### config.mk
export PLATFORM = sky130hd
export DESIGN_NAME = div_pipe
export DESIGN_NICKNAME = d
export VERILOG_FILES = /design/src/rtl/tproc_div_pkg.sv /design/src/rtl/div_pipe_stage.sv /design/src/rtl/div_pipe.sv
export SDC_FILE = /design/constraint.sdc
export NUM_CORES = 2
export LEC_CHECK = 0
export CAP_MARGIN = 5
export CELL_PAD_IN_SITES_DETAIL_PLACEMENT = 1
export CELL_PAD_IN_SITES_GLOBAL_PLACEMENT = 2
export CORE_MARGIN = 5
export CORE_UTILIZATION = 40
export CTS_CLUSTER_SIZE = 16
export DETAILED_ROUTE_END_ITERATION = 8
export MAX_ROUTING_LAYER = met4
export PLACE_DENSITY_LB_ADDON = 0.1
export SETUP_SLACK_MARGIN = 0.4
export SYNTH_ARGS = -nofsm -noshare
export SYNTH_HDL_FRONTEND = slang
export SYNTH_SLANG_ARGS = --single-unit
### constraint.sdc
create_clock -name clk_i -period 37.1 [get_ports clk_i]
set_input_delay 11.13 -clock clk_i [delete_from_list [all_inputs] [get_ports clk_i]]
set_output_delay 11.13 -clock clk_i [all_outputs]
set_load 0.02 [all_outputs]
### src/rtl/tproc_div_pkg.sv
// Shared types and helpers for the pipelined divider.
package tproc_div_pkg;

  // Per-operation flags carried alongside the partial remainder/quotient.
  // The full stage record adds tag and datapath fields whose widths depend
  // on the instantiating module's parameters.
  typedef struct packed {
    logic neg_q;
    logic neg_r;
    logic div0;
    logic ovf;
  } div_flags_t;

  // Cycles from the sampling edge to the result edge.
  function automatic int div_latency(input int n_pipe);
    return n_pipe + 1;
  endfunction

endpackage

### src/rtl/div_pipe_stage.sv
// One slice of the restoring divider: STEPS quotient bits, MSB first.
module div_pipe_stage #(
  parameter int DW      = 32,
  parameter int STEPS   = 8,
  parameter int BIT_OFS = 0
) (
  input  logic [DW-1:0] rem_i,
  input  logic [DW-1:0] quo_i,
  input  logic [DW-1:0] dvs_i,
  output logic [DW-1:0] rem_o,
  output logic [DW-1:0] quo_o
);

  logic [DW:0] rem_sh;
  logic [DW:0] diff;

  // Shift in the next dividend bit, trial-subtract, restore on borrow.
  // quo carries unconsumed dividend bits; each consumed bit is replaced
  // in place by its quotient bit. Since rem < divisor, diff[DW] is the borrow.
  always_comb begin
    rem_o  = rem_i;
    quo_o  = quo_i;
    rem_sh = '0;
    diff   = '0;
    for (int s = 0; s < STEPS; s++) begin
      rem_sh = {rem_o, quo_o[DW-1-BIT_OFS-s]};
      diff   = rem_sh - {1'b0, dvs_i};
      if (diff[DW]) begin
        rem_o                 = rem_sh[DW-1:0];
        quo_o[DW-1-BIT_OFS-s] = 1'b0;
      end else begin
        rem_o                 = diff[DW-1:0];
        quo_o[DW-1-BIT_OFS-s] = 1'b1;
      end
    end
  end

endmodule

### src/rtl/div_pipe.sv
// Fully pipelined restoring divider with tags, flush and special-case flags.
module div_pipe
  import tproc_div_pkg::*;
#(
  parameter int DW     = 32,
  parameter int N_PIPE = 4,
  parameter int TW     = 4
) (
  input  logic          clk_i,
  input  logic          rst_ni,
  input  logic          start_i,
  input  logic          signed_i,
  input  logic [DW-1:0] A_i,
  input  logic [DW-1:0] B_i,
  input  logic [TW-1:0] tag_i,
  input  logic          flush_i,
  output logic          ready_o,
  output logic          busy_o,
  output logic          valid_o,
  output logic [DW-1:0] quotient_o,
  output logic [DW-1:0] remainder_o,
  output logic [TW-1:0] tag_o,
  output logic          div0_o,
  output logic          ovf_o
);

  localparam int STEPS = DW / N_PIPE;
  // Input register plus one register behind every division stage.
  localparam int NREC = div_latency(N_PIPE);
  localparam logic [DW-1:0] MIN_NEG = {1'b1, {(DW-1){1'b0}}};

  if ((DW % N_PIPE) != 0) begin : g_cfg_check
    $error("div_pipe: DW must be a multiple of N_PIPE");
  end

  typedef struct packed {
    div_flags_t    flags;
    logic [TW-1:0] tag;
    logic [DW-1:0] rem;
    logic [DW-1:0] quo;
    logic [DW-1:0] dvs;
  } stage_rec_t;

  logic [NREC-1:0] vld_d, vld_q;
  stage_rec_t      rec_d [NREC];
  stage_rec_t      rec_q [NREC];
  logic [DW-1:0]   stage_rem [N_PIPE];
  logic [DW-1:0]   stage_quo [N_PIPE];

  logic            a_neg, b_neg;
  logic [DW-1:0]   a_mag, b_mag;
  logic [DW-1:0]   q_fix, r_fix;

  logic            ready_d, ready_q;
  logic            valid_d, valid_q;
  logic            div0_d, div0_q;
  logic            ovf_d, ovf_q;
  logic [DW-1:0]   quotient_d, quotient_q;
  logic [DW-1:0]   remainder_d, remainder_q;
  logic [TW-1:0]   tag_d, tag_q;

  // Operand magnitudes and sign information for the input register.
  always_comb begin
    a_neg = signed_i & A_i[DW-1];
    b_neg = signed_i & B_i[DW-1];
    a_mag = a_neg ? -A_i : A_i;
    b_mag = b_neg ? -B_i : B_i;
  end

  for (genvar j = 0; j < N_PIPE; j++) begin : g_stage
    div_pipe_stage #(
      .DW      (DW),
      .STEPS   (STEPS),
      .BIT_OFS (j * STEPS)
    ) u_stage (
      .rem_i (rec_q[j].rem),
      .quo_i (rec_q[j].quo),
      .dvs_i (rec_q[j].dvs),
      .rem_o (stage_rem[j]),
      .quo_o (stage_quo[j])
    );
  end

  // Next valid chain and stage records; a flush kills everything already in flight.
  always_comb begin
    vld_d[0]             = start_i & ready_q;
    rec_d[0].flags.neg_q = a_neg ^ b_neg;
    rec_d[0].flags.neg_r = a_neg;
    rec_d[0].flags.div0  = (B_i == '0);
    rec_d[0].flags.ovf   = signed_i & (A_i == MIN_NEG) & (B_i == '1);
    rec_d[0].tag         = tag_i;
    rec_d[0].rem         = '0;
    rec_d[0].quo         = a_mag;
    rec_d[0].dvs         = b_mag;
    for (int j = 0; j < N_PIPE; j++) begin
      vld_d[j+1]     = vld_q[j] & ~flush_i;
      rec_d[j+1]     = rec_q[j];
      rec_d[j+1].rem = stage_rem[j];
      rec_d[j+1].quo = stage_quo[j];
    end
  end

  // Valid chain and ready flag are the only pipeline state that needs reset.
  always_ff @(posedge clk_i or negedge rst_ni) begin
    if (!rst_ni) begin
      vld_q   <= '0;
      ready_q <= 1'b0;
    end else begin
      vld_q   <= vld_d;
      ready_q <= ready_d;
    end
  end

  // Stage data registers load only when an operation enters them.
  always_ff @(posedge clk_i) begin
    for (int j = 0; j < NREC; j++) begin
      if (vld_d[j]) begin
        rec_q[j] <= rec_d[j];
      end
    end
  end

  // Sign-correct the final record; results hold and flags drop between strobes.
  always_comb begin
    ready_d     = 1'b1;
    valid_d     = vld_q[N_PIPE] & ~flush_i;
    q_fix       = rec_q[N_PIPE].flags.neg_q ? -rec_q[N_PIPE].quo : rec_q[N_PIPE].quo;
    r_fix       = rec_q[N_PIPE].flags.neg_r ? -rec_q[N_PIPE].rem : rec_q[N_PIPE].rem;
    quotient_d  = quotient_q;
    remainder_d = remainder_q;
    tag_d       = tag_q;
    div0_d      = 1'b0;
    ovf_d       = 1'b0;
    if (valid_d) begin
      quotient_d  = rec_q[N_PIPE].flags.div0 ? '1 : q_fix;
      remainder_d = r_fix;
      tag_d       = rec_q[N_PIPE].tag;
      div0_d      = rec_q[N_PIPE].flags.div0;
      ovf_d       = rec_q[N_PIPE].flags.ovf;
    end
  end

  // Output register.
  always_ff @(posedge clk_i or negedge rst_ni) begin
    if (!rst_ni) begin
      valid_q     <= 1'b0;
      quotient_q  <= '0;
      remainder_q <= '0;
      tag_q       <= '0;
      div0_q      <= 1'b0;
      ovf_q       <= 1'b0;
    end else begin
      valid_q     <= valid_d;
      quotient_q  <= quotient_d;
      remainder_q <= remainder_d;
      tag_q       <= tag_d;
      div0_q      <= div0_d;
      ovf_q       <= ovf_d;
    end
  end

  assign ready_o     = ready_q;
  assign busy_o      = (|vld_q) | valid_q;
  assign valid_o     = valid_q;
  assign quotient_o  = quotient_q;
  assign remainder_o = remainder_q;
  assign tag_o       = tag_q;
  assign div0_o      = div0_q;
  assign ovf_o       = ovf_q;

endmodule

# ---- Yosys cells after proc, flatten, opt, wreduce, memory -nomap -nowiden
# Memories as Yosys holds them, arrays and structs flattened.
# Index checks and enable logic that the tools add are counted.
# W data, S select, Z words.
dict set report op_classes {
  bitwise 13
  addsub 36
  n_eq_ne 2
  mux 81
  n_reduce_logical 2
}
# op count
set op_table {}
lappend op_table {{$mux W32} 37}
lappend op_table {{$sub A33 B32 Y33} 32}
lappend op_table {{$neg A32 Y32} 4}
lappend op_table {{$eq A32 B32 Y1 const B} 2}
lappend op_table {{$mux W1} 44}
lappend op_table {{$logic_not A32 Y1} 1}
lappend op_table {{$and A1 B1 Y1} 10}
lappend op_table {{$reduce_or A5 Y1} 1}
lappend op_table {{$not A1 Y1} 1}
lappend op_table {{$or A1 B1 Y1} 1}
lappend op_table {{$xor A1 B1 Y1} 1}
dict set report totals {
  regBits 77
  wordCells 143
  mem_count 1
  out_inout_bits 73
  input_bits 73
  ramBits 520
}
# memory depth word_bits read_ports rd_ports_with_merged_regs write_ports line_no
set mem_list {}
lappend mem_list {rec_q 5 104 5 0 5 div_pipe.sv:46} ;# stage_rec_t rec_q [NREC];

# ---- Depth between registers and ports, before layout
# An unclocked memory read counts as a cell.
dict set report depth {
  word_depth 17
  ltp_mapped 156
  depth_no_buf 139
}

# ---- Cells and area by module
# Synthesis repeated with hierarchy kept, for this count alone.
dict set report unflattened {
  hier_cells 10453
  hier_area_um2 84803.8
}
# module instances cells_per_inst area_each_um2 seq_area_each_um2
set by_module_without_submodules {}
lappend by_module_without_submodules {{div_pipe_stage at g_stage[2].u_stage ...} 2 2362 16497.1 0.0}
lappend by_module_without_submodules {div_pipe 1 1130 19354.8 15620.0}
lappend by_module_without_submodules {{div_pipe_stage at g_stage[1].u_stage} 1 2307 16595.9 0.0}
lappend by_module_without_submodules {{div_pipe_stage at g_stage[0].u_stage} 1 2292 15859.0 0.0}

# ---- Least setup slack after synthesis
# No wires, ideal clock.
dict set report synth_timing {
  path_kind {flip-flop to flip-flop}
  startpoint {memory rec_q[0][313] (netlist bit)}
  endpoint {memory rec_q[0][480] (netlist bit) (data pin)}
  n_path_buf 19
  t_arrival_ns 30.902
  t_required_ns 36.834
  stages_incl_launch_ff 152
  synth_period_minus_slack_ns 31.168
  setup_slack_ns 5.932
  setup_time_ns 0.266
  path_cell_list {edfxtp_1 -> inv_1 -> fa_1 -> a21oi_1 -> o22ai_1 -> o41ai_1 -> o211ai_1 -> nand3_1 -> nand4b_1 -> nand3_1 -> nor2b_1 -> clkbuf_1 -> buf_1 -> clkbuf_1 -> nand2_1 -> o21ai_0 -> ha_1 -> clkbuf_1 -> [116 not listed] -> o21a_1 -> o21ai_0 -> a21oi_1 -> o21ai_0 -> a21oi_1 -> o311ai_0 -> nand3_1 -> nand3_1 -> and3_1 -> or3_1 -> a21boi_0 -> o21a_1 -> nor2_1 -> xnor2_1 -> xor2_1 -> clkbuf_1 -> mux2i_1 -> mux2i_1}
}
# item line_no
set synth_rtl {}
lappend synth_rtl {{start: declaration} div_pipe.sv:46}

==> results_dict.tcl <==
set metrics [dict create \
    outcome "finished, final reports clean" \
    cts_root_buffer "clkbuf_16" \
    placed_cell_area_mm2 0.0837 \
    cts_max_level 3 \
    path_clk_slew_ps 70 \
    final_common_cell "ha_1" \
    grt_max_degree 74 \
    crit_path_start_kind "flip-flop" \
    synth.top_cell.area_share 0.175 \
    r2r_cells 127 \
    clockBufferDepth 3 \
    syn_area_mm2 0.0784 \
    insertion_delay_ps 700 \
    drtPass1Iterations 6 \
    cts.sinks 533 \
    die_x_um 453 \
    ys_seq_elements 533 \
    synth_edf_count 456 \
    worstReg2RegEnd "rec_q[0][385]" \
    grt_pass1_wl_um 440000 \
    slew_violations 0 \
    antenna_left 0 \
    utilization 0.441 \
    ys_warn_count 0 \
    timing.fmax_mhz 29.4 \
    crit_top_cell "o21ai_0" \
    grtUsageTotal 0.277 \
    cts_tree "done" \
    worst_slew_pin_slew_ps 1280 \
    finalInstanceArea_mm2 0.0861 \
    antenna_found_initial 31 \
    num_io_pins 146 \
    worstHoldPathType "flip-flop to flip-flop" \
    dieArea_mm2 0.205 \
    areaGrowthSynthToFinish_pct 9.81 \
    critPathMaxStageDelay_ps 670 \
    routedWlPerCell_um 23.0 \
    yosysSeqAreaShare 0.199 \
    critical_path_class "flip-flop to flip-flop" \
    synth_area_leaders "edfxtp_1, ha_1, a21oi_1, xnor2_1, xor2_1" \
    start_util 0.402 \
    routed_wl_um 287000 \
    setup-tns-final_ps 0 \
    drive_above_1_share 0.0698 \
    cts-hold-fix-buffers 0 \
    finalCriticalPeriod_ps 34010 \
    drc 0 \
    rsz0062_at_grt "no" \
    max_cap_violations 0 \
    yosysTopAreaCell "edfxtp_1" \
    netlist_instances 9637 \
    numPortBuffers 145 \
    cp_max_fo 49 \
    setup_viol_count_final 0 \
    routabilityCongestion 0.891 \
    r2r_setup_slack_ps 3090 \
    relSlewSlack 0.135 \
    worstPathRequired_ps 37490 \
    reg2reg_from "rec_q[0][209]" \
    synthArstFlopShare 0.144 \
    dp_slack_ps 1780 \
    drtIter0Drc 3830 \
    syn_area_per_cell_um2 8.13 \
    place_hpwl_um 233000 \
    fin_ws_ps 3090 \
    numCtsBuffers 66 \
    vias 73500 \
    crit_path_end_kind "flip-flop" \
    crit_arrival_ps 34410 \
    die_h_um 453 \
    critPathLaunch "rec_q[0][209]" \
    crit_end "rec_q[0][385]" \
    layout.nets 10900 \
    crit_path_top_delay_cell "or4b_2" \
    clock_skew_ps 75.1 \
    vias_per_cell 5.88 \
    coreArea_mm2 0.195 \
    grt_overflow 0 \
    rows 162 \
    synth-main-ff-cell "edfxtp_1" \
    whs_path_depth 0 \
    grt_pass1_vias 75200 \
    finalHoldViolCount 0 \
    mostFrequentLayoutCells "ha_1, a21oi_1, nor2_1" \
    finalCritPeriodShare 0.917 \
    synth_cell_types 109 \
]
## flip-flops by register name, indices dropped and copies added, names as in the netlist
| register | flops |
|---|---|
| rec_q | 456 |
| quotient_o | 32 |
| remainder_o | 32 |
| vld_q | 5 |
| tag_o | 4 |
| div0_o | 1 |
| ovf_o | 1 |
| ready_o | 1 |
| valid_o | 1 |
## logic make-up after synthesis
family	Yosys count	synth area share
AOI/OAI and AO/OA	3045	0.248
and+or+nand+nor	2772	0.169
adders and majority gates	1031	0.168
xor gates and xnor gates	940	0.106
buffers and inverters	796	0.0392
DFF	533	0.199
muxes	518	0.0709
other	2	0.0000958
## what timing repair did
item | in CTS | in global routing
setup endpoints to repair | 0 | 85
buffers inserted | 0 | 4
resized for setup | 0 | 19
## layer usage
layer / wire length, µm / global-route usage / part of all wire
met4: 8130 / 0.0716 / 0.028
met5: 0 / - / 0
met1: 130000 / 0.347 / 0.45
met3: 8690 / 0.0236 / 0.030
met2: 140000 / 0.481 / 0.49
## synth_stat cells, types with 85 or more instances
master    instances
mux2i_1         225
o21bai_1         92
and3_1           93
nor3_1          195
a211oi_1        102
and2_1           85
nand2_1         730
nor2_1          792
or3_1           118
o21ai_0         667
edfxtp_1        456
clkbuf_1        161
mux2_2          259
inv_1           549
nand3_1         198
o21a_1          145
ha_1            999
xor2_1          397
xnor2_1         536
a21o_1          347
a21oi_1         946
nor2b_1         155
nand2b_1        162
## how the worst min path moves through the flow
stage / startpoint / end
after global placement: rec_q[0][101] / rec_q[0][205]
after CTS: rec_q[0][369] / rec_q[0][473]
after global routing: rec_q[0][369] / rec_q[0][473]
after floorplan: rec_q[0][32] / rec_q[0][136]
final: rec_q[0][369] / rec_q[0][473]
after detailed placement: rec_q[0][165] / rec_q[0][269]
## critical path: cells and delay by family (launching register included)
kind	cells	cell delay, ps
fa+ha+maj	8	3020
flops	1	340
simple gates	22	4560
buf+inv	10	2980
xor+xnor	5	1600
mux	8	3060
compound gates	74	18040
## layout make-up
cell class	instances	area, µm²
antenna	15	37.5
timing repair buffer	306	2750
clock buffer	91	1800
clock inverter	29	419
fill	23500	109000
sequential	533	15600
inverter	563	2120
tap	2624	3280
multi-input combinational	8325	60000
## per-stage QoR
step,std cells,hold WS (ps)
2_1_floorplan,9651,400
3_3_place_gp,12300,401
3_5_place_dp,12300,405
4_1_cts,12500,391
5_1_grt,12500,405
6_report,12500,387
Power is left out: the tool's default activity adds up to more than one toggle a clock period on the data nets, which glitch-free logic cannot reach.
